==> src/rtl/tone_pkg.sv <==
// Shared note definitions for the tone generator and tone detector:
// note-index encoding, note frequencies and the clock-derived period table.
package tone_pkg;

  localparam int unsigned NUM_NOTES = 16;

  // Note index encoding, C4 .. D6 (diatonic, ascending)
  typedef enum logic [3:0] {
    NOTE_C4, NOTE_D4, NOTE_E4, NOTE_F4, NOTE_G4, NOTE_A4, NOTE_B4, NOTE_C5,
    NOTE_D5, NOTE_E5, NOTE_F5, NOTE_G5, NOTE_A5, NOTE_B5, NOTE_C6, NOTE_D6
  } note_e;

  // Nominal frequency of each note index in Hz
  function automatic int unsigned note_freq(input int unsigned idx);
    case (idx)
      0:       note_freq = 262;
      1:       note_freq = 294;
      2:       note_freq = 330;
      3:       note_freq = 349;
      4:       note_freq = 392;
      5:       note_freq = 440;
      6:       note_freq = 494;
      7:       note_freq = 523;
      8:       note_freq = 587;
      9:       note_freq = 659;
      10:      note_freq = 698;
      11:      note_freq = 784;
      12:      note_freq = 880;
      13:      note_freq = 988;
      14:      note_freq = 1047;
      default: note_freq = 1175;
    endcase
  endfunction

  // Period of a note in clock cycles (truncating division)
  function automatic logic [31:0] note_period(input int unsigned clock_freq,
                                              input int unsigned idx);
    note_period = 32'(clock_freq / note_freq(idx));
  endfunction

endpackage

==> src/rtl/tone_period_meter.sv <==
// Front end of the tone detector: 2-FF synchronizer, rising-edge detect,
// free-running period counter that restarts on every edge, and the
// silence timeout. In the cycle after an edge the counter reads 1, so on
// the next edge-detect cycle it holds exactly the edge-to-edge distance.
module tone_period_meter #(
  parameter int unsigned TIMEOUT = 91602
) (
  input  logic        clk,
  input  logic        rst_n,
  input  logic        audio_in,
  output logic        edge_det,
  output logic [31:0] period,
  output logic        timeout
);

  logic        sync1_reg;
  logic        sync2_reg;
  logic        prev_reg;
  logic [31:0] count_reg;

  // Synchronize the asynchronous input and keep one delayed copy for edge detection
  always_ff @(posedge clk) begin
    if (!rst_n) begin
      sync1_reg <= 1'b0;
      sync2_reg <= 1'b0;
      prev_reg  <= 1'b0;
    end else begin
      sync1_reg <= audio_in;
      sync2_reg <= sync1_reg;
      prev_reg  <= sync2_reg;
    end
  end

  assign edge_det = sync2_reg & ~prev_reg;
  assign period   = count_reg;
  // Fires on the cycle whose increment brings the counter to TIMEOUT
  assign timeout  = ~edge_det && (count_reg == TIMEOUT - 1);

  // Period counter: restart on each edge, saturate at TIMEOUT
  always_ff @(posedge clk) begin
    if (!rst_n) begin
      count_reg <= 32'd0;
    end else if (edge_det) begin
      count_reg <= 32'd1;
    end else if (count_reg < TIMEOUT) begin
      count_reg <= count_reg + 32'd1;
    end
  end

endmodule

==> src/rtl/tone_detector.sv <==
// Tone detector: measures the input period, scans the 16-entry period table
// one entry per cycle for the nearest note, then accepts or rejects the
// candidate and debounces it over STABLE_COUNT consecutive matches.
module tone_detector
  import tone_pkg::*;
#(
  parameter int unsigned CLOCK_FREQ   = 12000000,
  parameter int unsigned STABLE_COUNT = 3
) (
  input  logic        clk,
  input  logic        rst_n,
  input  logic        audio_in,
  output logic [3:0]  note_sel,
  output logic        note_valid,
  output logic        note_change,
  output logic        silence,
  output logic [31:0] period_meas
);

  localparam logic [31:0] MIN_PERIOD = note_period(CLOCK_FREQ, NUM_NOTES - 1) >> 1;
  localparam int unsigned TIMEOUT    = 2 * note_period(CLOCK_FREQ, 0);
  localparam logic [3:0]  LAST_IDX   = 4'(NUM_NOTES - 1);
  localparam logic [7:0]  STAB_MAX   = 8'(STABLE_COUNT);

  typedef enum logic [1:0] {WAIT_EDGE, MEASURE, CLASSIFY, DECIDE} state_t;

  logic        edge_det;
  logic [31:0] meter_period;
  logic        timeout;

  tone_period_meter #(.TIMEOUT(TIMEOUT)) u_meter (
    .clk      (clk),
    .rst_n    (rst_n),
    .audio_in (audio_in),
    .edge_det (edge_det),
    .period   (meter_period),
    .timeout  (timeout)
  );

  // Period table, constant-folded from the clock frequency
  logic [31:0] period_tab [NUM_NOTES];
  for (genvar gi = 0; gi < NUM_NOTES; gi++) begin : g_tab
    assign period_tab[gi] = note_period(CLOCK_FREQ, gi);
  end

  state_t      state_reg, state_next;
  logic [3:0]  idx_reg, idx_next;
  logic [31:0] period_reg, period_next;
  logic [31:0] min_reg, min_next;
  logic [3:0]  best_reg, best_next;
  logic [3:0]  cand_reg, cand_next;
  logic [7:0]  stab_reg, stab_next;
  logic [3:0]  sel_next;
  logic        valid_next, change_next, silence_next;
  logic [31:0] meas_next;
  logic [31:0] tab_entry, diff;
  logic [7:0]  stab_cnt;
  logic        accept;

  assign tab_entry = period_tab[idx_reg];
  assign diff      = (period_reg >= tab_entry) ? period_reg - tab_entry
                                               : tab_entry - period_reg;
  assign accept    = (min_reg <= (period_reg >> 5)) && (period_reg >= MIN_PERIOD);

  // State and output registers
  always_ff @(posedge clk) begin
    if (!rst_n) begin
      state_reg   <= WAIT_EDGE;
      idx_reg     <= 4'd0;
      period_reg  <= 32'd0;
      min_reg     <= 32'd0;
      best_reg    <= 4'd0;
      cand_reg    <= 4'd0;
      stab_reg    <= 8'd0;
      note_sel    <= 4'd0;
      note_valid  <= 1'b0;
      note_change <= 1'b0;
      silence     <= 1'b1;
      period_meas <= 32'd0;
    end else begin
      state_reg   <= state_next;
      idx_reg     <= idx_next;
      period_reg  <= period_next;
      min_reg     <= min_next;
      best_reg    <= best_next;
      cand_reg    <= cand_next;
      stab_reg    <= stab_next;
      note_sel    <= sel_next;
      note_valid  <= valid_next;
      note_change <= change_next;
      silence     <= silence_next;
      period_meas <= meas_next;
    end
  end

  // Classifier next-state and output logic; timeout overrides everything,
  // an edge during classification aborts it and restarts measuring
  always_comb begin
    state_next   = state_reg;
    idx_next     = idx_reg;
    period_next  = period_reg;
    min_next     = min_reg;
    best_next    = best_reg;
    cand_next    = cand_reg;
    stab_next    = stab_reg;
    sel_next     = note_sel;
    valid_next   = note_valid;
    change_next  = 1'b0;
    silence_next = silence;
    meas_next    = period_meas;
    stab_cnt     = 8'd0;

    if (edge_det) silence_next = 1'b0;

    if (timeout) begin
      state_next   = WAIT_EDGE;
      silence_next = 1'b1;
      valid_next   = 1'b0;
      stab_next    = 8'd0;
    end else begin
      case (state_reg)
        WAIT_EDGE: begin
          if (edge_det) state_next = MEASURE;
        end
        MEASURE: begin
          if (edge_det) begin
            period_next = meter_period;
            meas_next   = meter_period;
            idx_next    = 4'd0;
            state_next  = CLASSIFY;
          end
        end
        CLASSIFY: begin
          if (edge_det) begin
            stab_next  = 8'd0;
            state_next = MEASURE;
          end else begin
            if (idx_reg == 4'd0 || diff < min_reg) begin
              min_next  = diff;
              best_next = idx_reg;
            end
            if (idx_reg == LAST_IDX) state_next = DECIDE;
            else                     idx_next   = idx_reg + 4'd1;
          end
        end
        DECIDE: begin
          state_next = MEASURE;
          if (edge_det) begin
            stab_next = 8'd0;
          end else if (accept) begin
            if (stab_reg != 8'd0 && best_reg == cand_reg)
              stab_cnt = (stab_reg >= STAB_MAX) ? STAB_MAX : stab_reg + 8'd1;
            else
              stab_cnt = 8'd1;
            stab_next = stab_cnt;
            cand_next = best_reg;
            if (stab_cnt == STAB_MAX && (best_reg != note_sel || !note_valid)) begin
              sel_next    = best_reg;
              valid_next  = 1'b1;
              change_next = 1'b1;
            end
          end else begin
            stab_next  = 8'd0;
            valid_next = 1'b0;
          end
        end
        default: state_next = WAIT_EDGE;
      endcase
    end
  end

endmodule

==> config.mk <==
export PLATFORM = sky130hd
export DESIGN_NAME = tone_detector
export DESIGN_NICKNAME = d
export VERILOG_FILES = /design/src/rtl/tone_pkg.sv /design/src/rtl/tone_period_meter.sv /design/src/rtl/tone_detector.sv
export SDC_FILE = /design/constraint.sdc
export NUM_CORES = 1
export LEC_CHECK = 0
export ABC_AREA = 1
export CAP_MARGIN = 20
export CORE_MARGIN = 3
export CORE_UTILIZATION = 64
export CTS_BUF_LIST = sky130_fd_sc_hd__clkbuf_4 sky130_fd_sc_hd__clkbuf_8
export CTS_CLUSTER_DIAMETER = 200
export DETAILED_ROUTE_END_ITERATION = 10
export PLACE_DENSITY_LB_ADDON = 0.3
export SYNTH_ARGS = -nofsm -noshare
export SYNTH_HDL_FRONTEND = slang
export SYNTH_SLANG_ARGS = --single-unit
==> constraint.sdc <==
create_clock -name clk -period 6.5 [get_ports clk]
set_clock_uncertainty 0.15 [all_clocks]
set_input_delay 0.65 -clock clk [delete_from_list [all_inputs] [get_ports clk]]
set_output_delay 0.65 -clock clk [all_outputs]
set_load 0.05 [all_outputs]
# Word level (Yosys, flattened, before mapping)
# Memory sizes are Yosys's and may differ from the RTL's.
# Index checks and enable logic that the tools add are counted.
[word_totals] inputBits=3 romBits=512 n_memories=1 ff_bits=128 wordCells=103 output_inout_bits=39
[mem_list] memory="(name not given)" words=16 word_bits=32 rd=1 rd_ports_with_merged_regs=0 wr=0 line_no="tone_detector.sv:60" rtl="assign tab_entry = period_tab[idx_reg];"
[classes] n_addsub=5 eq_ne=15 bitwise_logic=8 n_reduce_logical=24 magnitude_cmp=7 n_mux=27
[ops] cell="32-bit 2-to-1 mux" n=3
[ops] cell="8-bit 2-to-1 mux" n=9
[ops] cell="32-bit subtractor" n=2
[ops] cell="32-bit by 1-bit adder with 32-bit output (second input constant)" n=1
[ops] cell="32-bit by 17-bit == test with 1-bit output (second input constant)" n=1
[ops] cell="32-bit by 13-bit greater-or-equal comparator with 1-bit output (second input constant)" n=1
[ops] cell="32-bit greater-or-equal comparator" n=1
[ops] cell="32-bit by 27-bit <= comparator with 1-bit output" n=1
[ops] cell="32-bit by 17-bit less-than comparator with 1-bit output (second input constant)" n=1
[ops] cell="32-bit less-than comparator" n=1
[ops] cell="8-bit one-hot mux with 2 select lines" n=1
[ops] cell="4-bit 2-to-1 mux" n=3
[ops] cell="5-bit AND reduction" n=2
[ops] cell="3-bit AND reduction" n=3
[ops] cell="8-bit by 1-bit adder with 8-bit output (second input constant)" n=1
[ops] cell="8-bit by 2-bit == test with 1-bit output (second input constant)" n=1
[ops] cell="8-bit by 2-bit greater-or-equal comparator with 1-bit output (second input constant)" n=1
[ops] cell="2-bit 2-to-1 mux" n=4
[ops] cell="2-bit by 1-bit != test with 1-bit output (second input constant)" n=4
[ops] cell="2-bit one-hot mux with 4 select lines" n=1
[ops] cell="4-bit one-hot mux with 2 select lines" n=1
[ops] cell="4-bit AND reduction" n=2
[ops] cell="8-bit nonzero test" n=1
[ops] cell="1-bit NOT" n=6
[ops] cell="other kinds (21)" n=34

# Logic depth before layout (Yosys ltp)
# Gate-level depths: netlist (run 1).
[logic_depth] depth_word=11 ltp_mapped=36 mapped_depth_nobuf=34

# Hierarchy
# Synthesis (run 1) repeated with hierarchy kept, for this count alone.
[unflattened] cells_unflattened=1623 area_unflattened_um2=10373.7
[modules_own_cells] mod="tone_detector" instances=1 area_each_um2=8688.3 cells_per_inst=1390 seq_area_each_um2=1861.8
[modules_own_cells] mod="tone_period_meter" instances=1 area_each_um2=1685.4 cells_per_inst=233 seq_area_each_um2=700.7

# Worst setup path after synthesis (run 1)
# Ideal clock, no wire load.
[synth_timing] path_kind="register -> register" from="register idx_reg[2]" to="register min_reg[11]" period_less_slack_ns=4.488 path_stages_with_launch=35 n_path_buf=5 setup_time_ns=0.115 required_time_ns=6.235 setup_slack_ns=2.012 arrival_time_ns=4.223 cell_sequence="dfxtp_1 > buf_2 > inv_1 > clkbuf_1 > ha_1 > nand2_1 > o21a_1 > inv_1 > ha_1 > buf_4 > a21oi_4 > o21ai_1 > a21oi_2 > inv_2 > nand2_2 > nand3_4 > inv_6 > buf_8 > nand2_2 > nand2_1 > inv_2 > ha_1 > a21oi_1 > nor2_1 > a211oi_1 > nand2_1 > nand2_1 > nand2_1 > nand2_1 > nand2_1 > nand2_2 > nand2_2 > buf_4 > o21bai_1 > nor2_1"
[synth_between] elab_chain_cells=9 word_cells_on_any_way=12 classes_between="add/sub (2); order compare (2); mux (3); bitwise (1); reduce/logical (3); memory (1)"
[synth_lines] element="from (decl)" line_no="tone_detector.sv:47" rtl="logic [3:0] idx_reg, idx_next;"
[synth_lines] element="from (signal assigned)" line_no="tone_detector.sv:82" rtl="idx_reg <= idx_next;"
[synth_lines] element="4-bit NOT with 5-bit output (implied by the code) *" line_no="tone_detector.sv:60"
[synth_lines] element="memory 16 x 32 bit *"
[synth_lines] element="32-bit 2-to-1 mux (implied by the code) * (2 in a row)" line_no="tone_detector.sv:60"
[synth_lines] element="32-bit subtractor (tied with other cells)" line_no="tone_detector.sv:62" rtl=": tab_entry - period_reg;"
[synth_lines] element="32-bit 2-to-1 mux *" line_no="tone_detector.sv:61" rtl="assign diff = (period_reg >= tab_entry) ? period_reg - tab_entry"
[synth_lines] element="net diff[5]" line_no="tone_detector.sv:56" rtl="logic [31:0] tab_entry, diff;"
[synth_lines] element="32-bit less-than comparator *" line_no="tone_detector.sv:138" rtl="if (idx_reg == 4'd0 || diff < min_reg) begin"
[synth_lines] element="1-bit logical OR *" line_no="tone_detector.sv:138"
[synth_lines] element="4-bit AND reduction (no source line) *"
[synth_lines] element="to (signal assigned)" line_no="tone_detector.sv:84" rtl="min_reg <= min_next;"
[synth_lines] element="to (decl)" line_no="tone_detector.sv:49" rtl="logic [31:0] min_reg, min_next;"
# The timed path passes the listed nets; every way through them passes the cells marked *. The select of a mux whose other input is x is not followed.
# A chain may end at the register's enable or synchronous reset.

# Worst setup path after layout (run 1)
[layout_timing] from="register idx_reg[0]" to="register best_reg[1]"
[layout_between] elab_chain_cells=9 word_cells_on_any_way=12 classes_between="add/sub (2); order compare (2); mux (3); bitwise (1); reduce/logical (3); memory (1)"
[layout_lines] element="4-bit NOT with 5-bit output (implied by the code) *" line_no="tone_detector.sv:60"
[layout_lines] element="memory 16 x 32 bit *"
[layout_lines] element="32-bit 2-to-1 mux (implied by the code) * (2 in a row)" line_no="tone_detector.sv:60"
[layout_lines] element="32-bit subtractor (tied with other cells)" line_no="tone_detector.sv:62"
[layout_lines] element="32-bit 2-to-1 mux *" line_no="tone_detector.sv:61"
[layout_lines] element="net diff[25]" line_no="tone_detector.sv:56"
[layout_lines] element="32-bit less-than comparator *" line_no="tone_detector.sv:138"
[layout_lines] element="1-bit logical OR *" line_no="tone_detector.sv:138"
[layout_lines] element="4-bit AND reduction (no source line) *"
[layout_lines] element="to (signal assigned)" line_no="tone_detector.sv:85" rtl="best_reg <= best_next;"
[layout_lines] element="to (decl)" line_no="tone_detector.sv:50" rtl="logic [3:0] best_reg, best_next;"
# Marks and branches as above.

==> summary.md, run 1 <==
| Metric | Value |
|---|---|
| Status | finished, final reports clean |
| 1st-iter DRT viols | 897 |
| CP bufs+invs | 5 |
| Dominant cell type by area after synthesis | dfxtp_1 |
| First-pass GRT wire length | 47.7 mm |
| Min Hold Slack | 0.279 ns |
| HPWL after DPL | 23.3 mm |
| RSZ-0062 raised after global routing | false |
| Fin Setup TNS | 0 ns |
| Setup violators final | 0 |
| Max_cap viols | 0 |
| Crit path max-delay family | simple AND/OR/NAND/NOR gates |
| Largest net degree at the start of global routing | 67 |
| Commonest non-fill, non-tap cell in the layout | nand2_1 |
| Quantity of gates resized following cts | 0 |
| DIE HEIGHT | 132 microns |
| Pwr/cell area | 504 nW/um^2 |
| Seq cells post-synth | 128 |
| Syn avg cell area | 6.46 sq um |
| CTS tree | done |
| Final Cell Area | 11000 sq um |
| Vias per cell | 5.62 |
| Post-synth top flop | dfxtp_1 |
| Share of cells above drive strength 1 | 6.60% |
| Worst-Skew Late Latency | 0.46 ns |
| Synthesized cell area | 10100 sq um |
| CP Launch Type | register |
| Fraction of registers with async set/reset | 0% |
| CTS sink count | 128 |
| Clk slew on worst S/H paths | 0.09 ns |
| Final min period | 5.92 ns |
| Crit path DAT | 6.16 ns |
| Yosys warnings | 0 |
| Total Routing Usage GR | 34.0% |
| Peak VDD IR | 0.000252 V |
| Global route total overflow | 0 |
| Final Max Slew Viols | 0 |
| Row cnt | 45 |
| Post-synth EDFFs | 0 |
| Post-Place Cells | 1784 |
| WL per Instance | 16.3 microns |
| Clock root buffer | clkbuf_8 |
| CP dominant cell by count | nand2_1 |
| I/O pin count | 42 |
| Net count, final | 1709 |
| GPL Wtd Cong | 1.04 |
| Syn Inst Count | 1565 |
| Placed inst area | 10600 sq um |
| Post-synth top area share | 25.4% |
| P&R area growth vs syn | 9.16% |
| Critical Path End Type | register |
| Core Box Area | 15300 sq um |
| Die Span X | 132 microns |
| Rel. slew slack | 36.8% |
| Postcts setup bufs | 0 |
| Setup CP Type | register to register |
| PortBufs | 41 |
| Initial Util | 66.0% |
| Number of distinct library cells after synthesis | 53 |
| Fin. Hold Viols | 0 |
| Leakage | 5.32 nW |
| H-tree Lvls | 4 |
| Worst path slowest cell | dfxtp_1 |
| ANT cells | 0 |
| ANT nets after route | 0 |
| Hold Path Class | register to register |
| Non-Filler Instances | 1817 |
| Drt total wl | 29.6 mm |
| Final Util | 72.0% |
| Vias in the first global route | 9575 |
| Initial antenna violation count | 0 |
| Vias | 10200 |
| Die area | 17300 sq um |
| Cts hold-fix bufs | 0 |
| CP Max Fanout | 36 |
| Cts bufs inserted | 17 |
| DRC Markers | 0 |
| Worst-case clock buffer depth | 2 |
| Max Clk Rate | 169 MHz |
| Drt first pass iters | 8 |
| Mapped Nets | 1681 |
| Max incr delay on CP | 0.49 ns |
| Final Cycle Share | 91.1% |
| Synth area leaders | dfxtp_1 25%, ha_1 14%, nand2_1 13% |
| Most frequent cells in the layout | 361 x nand2_1, 243 x inv_1, 173 x nor2_1 |
| Post-synthesis sequential area ratio | 25.4% |
| Slew @ Worst Pin | 0.945 ns |
| Critical Path RT | 6.74 ns |
[layout make-up]
cell class / instances / area (sq um)
well taps: 211 / 264
fillers: 1382 / 4290
clock inverters: 13 / 118
inverters: 258 / 973
repair buffers: 46 / 475
clock buffers: 19 / 262
multi-input cells: 1142 / 6370
flip-flops and latches: 128 / 2560
[cells by family after synthesis]
logic type,synth area share [%]
fa+ha+maj,14.1
mux,0.235
compound gates,15.6
buf+inv,11.6
simple gates,30.5
xor+xnor,2.59
flops,25.4
[power by group]
part | switching [mW] | internal (mW) | leakage, nW
Combinational | 2.59 | 1.31 | 4.10
Clock | 0.369 | 0.298 | 0.186
Sequential | 0.107 | 0.884 | 1.04
Total | 3.07 | 2.49 | 5.32
[metrics by stage]
stage / total power, mW / setup slack (ns)
3_5_place_dp: 4.74 / 0.769
6_report: 5.56 / 0.576
5_1_grt: 6.08 / 0.159
3_3_place_gp: 4.69 / 0.815
4_1_cts: 5.45 / 0.708
2_1_floorplan: 3.83 / 2.01
[cells in the mapped netlist (all sizes together), types with 6 or more instances]
master  instances
nand2         381
inv           257
nor2          181
a21oi         152
dfxtp         128
ha            111
o21ai          99
nand3          78
nor3           27
xor2           26
nand4          21
clkbuf         20
buf            17
o21bai         10
a21o            6
nand3b          6
nor4            6
o21a            6
[metal layers]
| metal | vias to the layer above | GRT usage, % | share of wire (%) |
|---|---|---|---|
| met5 | - | 0 | 0 |
| met4 | 0 | 14.7 | 3.8 |
| met3 | 83 | 8.35 | 8.8 |
| met2 | 408 | 53.9 | 44 |
| met1 | 4664 | 44.0 | 43 |
| li1 | 5065 | - | - |
[worst reg2reg max path: cells and delay by family, from the launching register on]
| kind | cells | cell delay, ns |
|---|---|---|
| AND/OR/NAND/NOR | 16 | 2.06 |
| adder cells (fa/ha/maj) | 3 | 1.15 |
| AO/OA/AOI/OAI | 6 | 1.07 |
| buffers and inverters | 5 | 0.92 |
| flip-flops | 1 | 0.49 |
[final timing paths]
kind | to | cells after the start | start | slack, ns
worst max-delay path | best_reg[1] | 30 | idx_reg[0] | 0.58
worst min register to register | u_meter.prev_reg | 2 | u_meter.sync2_reg | 0.28
worst min-delay path | u_meter.prev_reg | 2 | u_meter.sync2_reg | 0.28
worst max register to register | best_reg[1] | 30 | idx_reg[0] | 0.58
No activity file was read; power rests on OpenSTA's default activity.
==> run 2, diff against run 1 <==
--- a/config.mk
+++ b/config.mk
@@ -11,6 +11,7 @@
 export CORE_UTILIZATION = 64
 export CTS_BUF_LIST = sky130_fd_sc_hd__clkbuf_4 sky130_fd_sc_hd__clkbuf_8
 export CTS_CLUSTER_DIAMETER = 200
+export CTS_CLUSTER_SIZE = 40
 export DETAILED_ROUTE_END_ITERATION = 10
 export PLACE_DENSITY_LB_ADDON = 0.3
 export SYNTH_ARGS = -nofsm -noshare
==> results of run 2 <==
The final DEF is identical to that of run 1; final timing and power are the same.
